`config.mk`:
```
export PLATFORM = sky130hd
export DESIGN_NAME = fetch_unit_flat
export DESIGN_NICKNAME = d
export VERILOG_FILES = /design/src/rtl/fetch_if.sv /design/src/rtl/fetch_unit.sv /design/src/flat_wrapper.sv
export SDC_FILE = /design/constraint.sdc
export NUM_CORES = 1
export LEC_CHECK = 0
export CAP_MARGIN = 15
export CORE_MARGIN = 10
export CORE_UTILIZATION = 25
export DETAILED_ROUTE_END_ITERATION = 16
export PLACE_DENSITY_LB_ADDON = 0.05
export SYNTH_ARGS = -nofsm -noshare
export SYNTH_HDL_FRONTEND = slang
export SYNTH_SLANG_ARGS = --single-unit
```
`constraint.sdc`:
```
create_clock -name clk -period 7.05 [get_ports clk]
set_input_delay 0.705 -clock clk [delete_from_list [all_inputs] [get_ports clk]]
set_output_delay 0.705 -clock clk [all_outputs]
set_load 0.05 [all_outputs]
```
`src/rtl/fetch_if.sv`:
```
// Handshake and memory bus between the fetch stage, instruction memory and decode.
interface fetch_if #(
   parameter int ADDR_SIZE = 10,
   parameter int WORD_SIZE = 32
) ();
   logic                 fetch_en;
   logic                 redirect_valid;
   logic [ADDR_SIZE-1:0] redirect_pc;
   logic [ADDR_SIZE-1:0] imem_addr;
   logic [WORD_SIZE-1:0] imem_instr;
   logic                 out_valid;
   logic                 out_ready;
   logic [WORD_SIZE-1:0] out_instr;
   logic [ADDR_SIZE-1:0] out_pc;

   modport master (
      input  fetch_en, redirect_valid, redirect_pc, imem_instr, out_ready,
      output imem_addr, out_valid, out_instr, out_pc
   );

   modport slave (
      output fetch_en, redirect_valid, redirect_pc, imem_instr, out_ready,
      input  imem_addr, out_valid, out_instr, out_pc
   );
endinterface

```
`src/rtl/fetch_unit.sv`:
```
// Instruction fetch: PC generation, one-cycle memory latency tracking, 2-entry
// output queue to decode, and redirect flush.
module fetch_unit #(
   parameter int                 ADDR_SIZE = 10,
   parameter int                 WORD_SIZE = 32,
   parameter logic [ADDR_SIZE-1:0] RESET_PC = '0
) (
   input  logic      clk,
   input  logic      rst_n,
   fetch_if.master   bus
);
   logic [ADDR_SIZE-1:0] pc_q, pc_d, inf_pc_q, inf_pc_d;
   logic                 inf_q, inf_d;
   logic [1:0]           count_q, count_d;
   logic                 rd_q, rd_d, wr_q, wr_d;
   logic [WORD_SIZE-1:0] q_instr_q [2];
   logic [ADDR_SIZE-1:0] q_pc_q [2];
   logic                 pop, push, issue;
   logic [1:0]           credit;

   always_comb begin
      pop      = (count_q != 2'd0) && bus.out_ready;
      push     = inf_q && !bus.redirect_valid;
      // Slots already promised: what stays queued plus the word still in flight.
      credit   = count_q - {1'b0, pop} + {1'b0, inf_q};
      issue    = bus.fetch_en && !bus.redirect_valid && (credit < 2'd2);
      pc_d     = pc_q;
      inf_pc_d = inf_pc_q;
      inf_d    = 1'b0;
      count_d  = count_q;
      rd_d     = rd_q;
      wr_d     = wr_q;
      if (bus.redirect_valid) begin
         pc_d    = bus.redirect_pc & ~ADDR_SIZE'(3);
         count_d = 2'd0;
         rd_d    = 1'b0;
         wr_d    = 1'b0;
      end else begin
         inf_d   = issue;
         if (issue) begin
            pc_d     = pc_q + ADDR_SIZE'(4);
            inf_pc_d = pc_q;
         end
         rd_d    = rd_q ^ pop;
         wr_d    = wr_q ^ push;
         count_d = count_q + {1'b0, push} - {1'b0, pop};
      end
   end

   always_ff @(posedge clk or negedge rst_n) begin
      if (!rst_n) begin
         pc_q     <= RESET_PC;
         inf_pc_q <= '0;
         inf_q    <= 1'b0;
         count_q  <= 2'd0;
         rd_q     <= 1'b0;
         wr_q     <= 1'b0;
         for (int i = 0; i < 2; i++) begin
            q_instr_q[i] <= '0;
            q_pc_q[i]    <= '0;
         end
      end else begin
         pc_q     <= pc_d;
         inf_pc_q <= inf_pc_d;
         inf_q    <= inf_d;
         count_q  <= count_d;
         rd_q     <= rd_d;
         wr_q     <= wr_d;
         if (push) begin
            q_instr_q[wr_q] <= bus.imem_instr;
            q_pc_q[wr_q]    <= inf_pc_q;
         end
      end
   end

   // Outputs come straight from state so an async reset clears them at once.
   assign bus.imem_addr = pc_q;
   assign bus.out_valid = (count_q != 2'd0);
   assign bus.out_instr = bus.out_valid ? q_instr_q[rd_q] : '0;
   assign bus.out_pc    = bus.out_valid ? q_pc_q[rd_q]    : '0;
endmodule

```
`src/flat_wrapper.sv`:
```
// flat-port wrapper written by rule: the top's interface ports become plain ports
module fetch_unit_flat 
#(
   parameter int                 ADDR_SIZE = 10,
   parameter int                 WORD_SIZE = 32,
   parameter logic [ADDR_SIZE-1:0] RESET_PC = '0
)
  (clk, rst_n, bus_fetch_en, bus_redirect_valid, bus_redirect_pc, bus_imem_instr, bus_out_ready, bus_imem_addr, bus_out_valid, bus_out_instr, bus_out_pc);
  fetch_if #(.ADDR_SIZE(ADDR_SIZE), .WORD_SIZE(WORD_SIZE)) bus_i ();
  input  logic clk;
  input  logic rst_n;
  input wire logic [$bits(bus_i.fetch_en)-1:0] bus_fetch_en;
  input wire logic [$bits(bus_i.redirect_valid)-1:0] bus_redirect_valid;
  input wire logic [$bits(bus_i.redirect_pc)-1:0] bus_redirect_pc;
  input wire logic [$bits(bus_i.imem_instr)-1:0] bus_imem_instr;
  input wire logic [$bits(bus_i.out_ready)-1:0] bus_out_ready;
  output wire logic [$bits(bus_i.imem_addr)-1:0] bus_imem_addr;
  output wire logic [$bits(bus_i.out_valid)-1:0] bus_out_valid;
  output wire logic [$bits(bus_i.out_instr)-1:0] bus_out_instr;
  output wire logic [$bits(bus_i.out_pc)-1:0] bus_out_pc;
  assign bus_i.fetch_en = bus_fetch_en;
  assign bus_i.redirect_valid = bus_redirect_valid;
  assign bus_i.redirect_pc = bus_redirect_pc;
  assign bus_i.imem_instr = bus_imem_instr;
  assign bus_i.out_ready = bus_out_ready;
  assign bus_imem_addr = bus_i.imem_addr;
  assign bus_out_valid = bus_i.out_valid;
  assign bus_out_instr = bus_i.out_instr;
  assign bus_out_pc = bus_i.out_pc;
  fetch_unit #(.ADDR_SIZE(ADDR_SIZE), .WORD_SIZE(WORD_SIZE), .RESET_PC(RESET_PC)) u_core (.clk(clk), .rst_n(rst_n), .bus(bus_i));
endmodule
```
# Word-level counts from Yosys, hierarchy flattened
# Index checks and enable logic that the tools add are counted.
# Widths: inputs -> output; s select.
# op_classes
muxes	20
n_bitwise	5
n_reduce_logical	9
add_sub_neg	5
magnitude_cmp	4
# ops
operator	count
$mux 32	5
$mux 10	7
$bwmux 64	1
$demux 32 s1	1
$bwmux 20	1
$add 10x3->10 const B	1
$demux 10 s1	1
$logic_and 1x1->1	5
$add 2x1->2	2
$ge 2x2->1 const B	2
$not 1->2	2
$reduce_bool 2->1	2
$sub 2x1->2	2
$mux 1	3
$lt 2x1->1 const B	1
$lt 2x2->1 const B	1
$mux 2	1
$reduce_and 2->1	1
$xor 1x1->1	2
$logic_not 1->1	1
$not 1->1	1
# totals
inputBits	47
out_inout_bits	53
reg_bits	109
wordCells	53

# Longest topological paths before layout
# Gate-level depths: netlist of the first run.
# depth
word_depth	8
ltp_mapped	9
depth_no_buf	8

# Worst setup path after synthesis of the first run
# No wires, ideal clock.
# synth_path
path_type	register to register
startpoint	reg u_core.count_q[1]
endpoint	reg u_core.pc_q[6] (netlist: u_core.bus.imem_addr[6])
setup_ps	82
required_ps	6968
t_arrival_ps	2479
stages_incl_launch_ff	10
period_less_slack_ps	2561
n_path_buf	1
setup_slack_ps	4489
cell_sequence	dfrtp_1 nor2_1 inv_1 and2_1 ha_1 nor2b_1 xor2_1 buf_6 or4_1 a31oi_1
# synth_between
elab_chain_len	7
# synth_rtl
element	line	source
start, declared	fetch_unit.sv:14	logic [1:0] count_q, count_d;
start signal, assigned	fetch_unit.sv:66	count_q <= count_d;
$reduce_bool 2->1	--	
named net bus_out_valid	flat_wrapper.sv:18	output wire logic [$bits(bus_i.out_valid)-1:0] bus_out_valid;
$logic_and 1x1->1	fetch_unit.sv:22	pop = (count_q != 2'd0) && bus.out_ready;
$sub 2x1->2	fetch_unit.sv:25	credit = count_q - {1'b0, pop} + {1'b0, inf_q};
$add 2x1->2	fetch_unit.sv:25	
$lt 2x2->1	fetch_unit.sv:26	issue = bus.fetch_en && !bus.redirect_valid && (credit < 2'd2);
$logic_and 1x1->1	fetch_unit.sv:26	
$reduce_bool 2->1 (no source line)	--	
end signal, assigned	fetch_unit.sv:63	pc_q <= pc_d;
end, declared	fetch_unit.sv:12	logic [ADDR_SIZE-1:0] pc_q, pc_d, inf_pc_q, inf_pc_d;
# The timed path passes the listed nets, and every way through them passes these cells.
# A chain may end at the register's enable or synchronous reset.

# Final worst setup path of the first run
# layout_path
startpoint	reg u_core.rd_q
endpoint	out bus_out_instr[1]
# layout_between
elab_chain_len	5
# layout_rtl
element	line	source
start, declared	fetch_unit.sv:15	logic rd_q, rd_d, wr_q, wr_d;
start signal, assigned	fetch_unit.sv:67	rd_q <= rd_d;
$not 1->2 (not written as such)	fetch_unit.sv:79	assign bus.out_instr = bus.out_valid ? q_instr_q[rd_q] : '0;
$mux 32 (not written as such) (3 in series)	fetch_unit.sv:79	
$mux 32	fetch_unit.sv:79	
end, declared	flat_wrapper.sv:19	output wire logic [$bits(bus_i.out_instr)-1:0] bus_out_instr;
# No other way between the ends. The select of a mux whose other input is x is not followed.

==> results of run 1 <==
[cells in the final DEF, fill, tap and decap left out, types with 6 or more instances in the layout]
cell | synthesis | routed
mux2i_1 | 40 | 40
mux2_2 | 88 | 88
buf_4 | 4 | 6
clkdlybuf4s50_1 | 0 | 92
inv_1 | 10 | 10
a31oi_1 | 7 | 7
o31ai_1 | 6 | 6
nor2_1 | 52 | 51
clkbuf_16 | 0 | 9
dfrtp_1 | 101 | 100
[worst max path at each step]
stage,end,depth (start not counted)
detailed placement,bus_out_pc[5],4
finish,bus_out_instr[1],4
global route,bus_out_pc[9],4
floorplan,u_core.bus.imem_addr[6]$_DFFE_PN0P_,9
CTS,bus_out_pc[5],4
global placement,bus_out_pc[5],4
[per-stage QoR]
stage | util | std cells | hold slack, ns | setup slack (ns)
2_1_floorplan | - | 368 | 0.4094 | 4.489
3_3_place_gp | 0.3204 | 671 | 0.4884 | 3.920
3_5_place_dp | 0.3204 | 671 | 0.4945 | 3.924
4_1_cts | 0.3397 | 687 | 0.3769 | 3.538
5_1_grt | 0.3397 | 687 | 0.4096 | 3.415
6_report | 0.3397 | 687 | 0.3610 | 3.654
[where the power goes]
part           internal (mW)  switching (mW)  leakage (nW)  total, mW
Sequential             0.818           0.145          1.25      0.963
Clock                  0.358           0.222         0.166      0.580
Combinational          0.600           0.928          1.12       1.53
Total                   1.78            1.30          2.53       3.07
[routing by layer]
layer | track usage | wire length, µm
met1 | 0.1251 | 5554
met2 | 0.1607 | 5497
met3 | 0.02288 | 483
met4 | 0.04180 | 194
met5 | 0 | 0
[cells by family (layout without fill, tap and decap cells)]
| group | Yosys count | after routing | synth area share |
|---|---|---|---|
| other | 1 | 4 | 0.0008089 |
| buffers and inverters | 34 | 124 | 0.03347 |
| XOR/XNOR | 6 | 6 | 0.01134 |
| flip-flops | 101 | 101 | 0.5452 |
| adder cells (fa/ha/maj) | 6 | 6 | 0.01619 |
| AND/OR/NAND/NOR | 73 | 73 | 0.06991 |
| multiplexers | 128 | 128 | 0.3001 |
| AO/OA/AOI/OAI | 16 | 16 | 0.02294 |
[state kept, by name, indices dropped and copies added, names as in the netlist]
signal                count
u_core.q_instr_q         64
u_core.q_pc_q            16
u_core.bus.imem_addr      8
u_core.inf_pc_q           8
u_core.count_q            2
u_core.inf_q              1
u_core.rd_q               1
u_core.wr_q               1
[layout make-up]
| type | count | area (µm²) |
|---|---|---|
| Fill cell | 1785 | 11940 |
| Timing Repair Buffer | 98 | 965.9 |
| Multi-Input combinational cell | 233 | 1977 |
| Clock buffer | 11 | 242.7 |
| Clock inverter | 5 | 106.4 |
| Inverter | 10 | 37.54 |
| Sequential cell | 101 | 2529 |
| Tap cell | 229 | 286.5 |
==> qor.yml, run 1 <==
route:
  ant_nets: 0
  firstDrtPassIters: 4
  vias: 3047
  wl_per_cell_um: 17.07
  vias_per_cell: 4.435
  drtIter0Drc: 119
  wl_mm: 11.73
  drc_errors: 0
logic_synthesis:
  yosysMostFrequentCell: "dfrtp_1"
  synth_top_cell_by_area: "dfrtp_1"
  synth_edf_count: 0
  yosysSeqAreaShare: 0.5452
  syn_area_um2: 4636
  synth_cells: 365
  synth_top_area_frac: 0.5452
  synthArstFlopShare: 1.000
  netlist_top_cells_count: "dfrtp_1 (101), mux2_2 (88), nor2_1 (52)"
  yosysUniqueCellTypes: 28
  ys_ff_latch: 101
  ys.flop_type: "dfrtp_1"
  synthTopCellsByArea: "dfrtp_1 (55%), mux2_2 (21%), mux2i_1 (8.6%)"
  synth.avg_cell_area_um2: 12.70
  yosys_warnings: 0
clock_network:
  cts-root-buf: "clkbuf_16"
  clk_pin_slew_ns: 0.07
  hold_buffers: 0
  post-cts-setup-buffer-count: 0
  cts_tree: "yes"
  clk_latency_ns: 0.35
  ctsLongestPathBuffers: 2
  h-tree-depth: 3
  clock-sinks: 101
  ctsResizeCount: 0
  cts_buffers: 9
pwr:
  power_mw: 3.072
  power.density_nw_per_um2: 499.9
  irDropWorstVdd_uv: 187.7
  leakage_nw: 2.534
setup_path:
  crit_path_end_kind: "output pin"
  arrival_ns: 2.69
  worstPathCellList: "buf_4 -> mux2i_1 -> nor2_1 -> clkdlybuf4s50_1"
  crit_family: "buffers and inverters"
  critPathKind: "flip-flop to output pin"
  startpoint_type: "flip-flop"
  crit_required_ns: 6.34
  startpoint: "u_core.rd_q$_DFF_PN0_"
  worstReg2RegEnd: "u_core.bus.imem_addr[2]$_DFFE_PN0P_"
  crit_slowest_cell: "clkdlybuf4s50_1"
  crit_buf_inv: 2
  ff2ff_path_depth: 8
  slowest_delay_ns: 0.84
  reg2reg_slack_ns: 4.55
  rr_startpoint: "u_core.count_q[1]$_DFF_PN0_"
  crit_fanout: 33
final_layout:
  nets: 506
  syn_to_final_growth_pct: 32.55
  drive_above_1_share: 0.2533
  antennaDiodeCount: 0
  stdcell_area_um2: 6145
floorplanning:
  coreArea_um2: 18090
  die_area_um2: 24390
  num_rows: 49
  die_x_um: 156.2
  start_util: 0.2563
  die_y_um: 156.2
  ioPinCount: 100
placement:
  dp_hpwl_mm: 7.706
  gp_congestion: 0.7188
  numPortBuffers: 93
  placed_area_um2: 5796
sta:
  finalSetupViolCount: 0
  max_freq_mhz: 294.4
  relSlewSlack: 0.4042
  rsz0062_at_grt: "no"
  worst_clock_skew_ns: 0.007378
  timing_hold_violations_final: 0
  final_max_slew_viol_count: 0
  setup_tns_ns: 0
  tightest_slew_ns: 0.8907
  min_period_ns: 3.396
  final.period_utilization: 0.4818
flow_run:
  drv_cap: 0
global_routing:
  grt.total_usage: 0.09950
  overflow: 0
  antenna_found_initial: 0
  grt_pass1_wl_mm: 18.96
  grt_max_degree: 57
  grt_pass1_vias: 3403
hold_path:
  min-delay-path-class: "primary input to asynchronous set/reset pin"
status:
  status: "complete, no violations"
(Power assumes the default switching activity.)
==> run 2, diff against run 1 <==
==> constraint.sdc (replaced) <==
create_clock -name clk -period 3.4 [get_ports clk]
set_input_delay 0.34 -clock clk [delete_from_list [all_inputs] [get_ports clk]]
set_output_delay 0.34 -clock clk [all_outputs]
set_load 0.05 [all_outputs]
==> qor.yml, run 2 (synthesis results as in run 1) <==
setup_path:
  rr_startpoint: "u_core.count_q[1]$_DFF_PN0_"
  startpoint: "u_core.count_q[1]$_DFF_PN0_"
  startpoint_type: "flip-flop"
  arrival_ns: 2.30  # -0.39 ns
  crit_fanout: 40  # +21%
  crit_path_end_kind: "output pin"
  critPathKind: "flip-flop to output pin"
  crit_required_ns: 3.06  # -3.28 ns
floorplanning:
  ioPinCount: 100  # unchanged
  die_y_um: 156.2  # unchanged
  die_x_um: 156.2  # unchanged
  start_util: 0.2563  # unchanged
  die_area_um2: 24390  # unchanged
  coreArea_um2: 18090  # unchanged
  num_rows: 49  # unchanged
clock_network:
  cts-root-buf: "clkbuf_16"
  ctsLongestPathBuffers: 2  # unchanged
  ctsResizeCount: 0  # unchanged
  hold_buffers: 0  # unchanged
  clk_latency_ns: 0.34  # about the same
  clk_pin_slew_ns: 0.07  # about the same
  cts_buffers: 9  # unchanged
  post-cts-setup-buffer-count: 0  # unchanged
  cts_tree: "yes"
  clock-sinks: 101  # unchanged
  h-tree-depth: 3  # unchanged
route:
  drtIter0Drc: 137  # +15%
  drc_errors: 0  # unchanged
  vias_per_cell: 4.428  # -0.15%
  vias: 3060  # +0.43%
  wl_mm: 11.71  # -0.15%
  wl_per_cell_um: 16.95  # -0.73%
  ant_nets: 0  # unchanged
  firstDrtPassIters: 4  # unchanged
final_layout:
  final_common_cell: "dfrtp_1"
  syn_to_final_growth_pct: 32.77
  nets: 510  # +0.79%
  largest_registers: "u_core.q_instr_q: 64 flops, u_core.q_pc_q: 16 flops"
  nFillCells: 1794  # +0.50%
  final-instance-count-excl-fill: 691  # +0.58%
  drive_above_1_share: 0.2554  # +0.002136
  mostFrequentLayoutCells: "dfrtp_1 (100), clkdlybuf4s50_1 (92), mux2_2 (88), nor2_1 (51), mux2i_1 (40)"
  regMostFlops: "u_core.q_instr_q"
  largest_reg_flops: 64  # unchanged
  multi_input_area_um2: 1977  # unchanged
  stdcell_area_um2: 6155  # +0.16%
  antennaDiodeCount: 0  # unchanged
  regArea_um2: 2529  # unchanged
  final_core_util: 0.3403  # +0.0005530
global_routing:
  overflow: 0  # unchanged
  grt.total_usage: 0.09741  # -0.002086
  grt_pass1_wl_mm: 18.53  # -2.3%
  grt_pass1_vias: 3327  # -2.2%
  antenna_found_initial: 0  # unchanged
  grt_max_degree: 58  # +1.8%
sta:
  timing_hold_violations_final: 0  # unchanged
  setup_tns_ns: 0  # unchanged
  max_freq_mhz: 378.2
  tightest_slew_ns: 0.7940  # -0.09665 ns
  final.period_utilization: 0.7777
  final_max_slew_viol_count: 0  # unchanged
  timing.hold.ws_ns: 0.06606  # -0.2950 ns
  fin_ws_ns: 0.7559  # -2.898 ns
  finalSetupViolCount: 0  # unchanged
  worst_clock_skew_ns: 0.004890  # -0.002488 ns
  rsz0062_at_grt: "no"
  relSlewSlack: 0.4706  # +0.06644
  min_period_ns: 2.644
placement:
  dp_hpwl_mm: 7.795  # +1.2%
  gp_congestion: 0.7159  # -0.40%
  placed_area_um2: 5863  # +1.2%
  place_ws_ns: 0.8449  # -3.079 ns
  numPortBuffers: 93  # unchanged
  dp.cells: 675  # +0.60%
pwr:
  irDropWorstVdd_uv: 450.6  # +140%
  power_mw: 6.216  # +100%
  leakage_nw: 2.542  # +0.33%
  power.density_nw_per_um2: 1010  # +100%
status:
  status: "complete, no violations"
flow_run:
  drv_cap: 0  # unchanged
hold_path:
  min-delay-path-class: "primary input to asynchronous set/reset pin"
[run 2: per-layer routing]
metal,vias up,GRT usage,part of all wire
li1,1446,-,-
met1,1542,0.1218,0.47
met2,62,0.1574,0.47
met3,10,0.02371,0.043
met4,0,0.04045,0.016
met5,-,0,0
[run 2: cell type report]
type | count | area share
Sequential cell | 101 | 0.4109
Multi-Input combinational cell | 233 | 0.3212
Timing Repair Buffer | 102 | 0.1679
Clock buffer | 16 | 0.04737
Tap cell | 229 | 0.04655
Inverter | 10 | 0.006099
[run 2: worst paths after layout]
check / endpoint / slack [ns] / cells past startpoint
worst max register to register: u_core.bus.imem_addr[8]$_DFFE_PN0P_ / 1.03 / 9
worst min-delay path: u_core.q_instr_q[7]$_DFFE_PN0P_ / 0.07 / 1
worst min register to register: u_core.q_pc_q[19]$_DFFE_PN0P_ / 0.50 / 1
max in group asynchronous: u_core.q_instr_q[56]$_DFFE_PN0P_ / 2.60 / 2
min in group clk: u_core.q_pc_q[19]$_DFFE_PN0P_ / 0.50 / 1
worst max-delay path: bus_out_pc[5] / 0.76 / 4
[run 2: power by group]
group | switching [mW] | internal, mW
combinational | 1.94 | 1.28
clock | 0.426 | 0.578
sequential | 0.292 | 1.70
total | 2.66 | 3.56
[run 2: critical path, cell delays in order (launching register included)]
cell	delay, ns
dfrtp_1	0.45
nor2_4	0.14
buf_4	0.45
nor2_1	0.16
clkdlybuf4s50_1	0.74
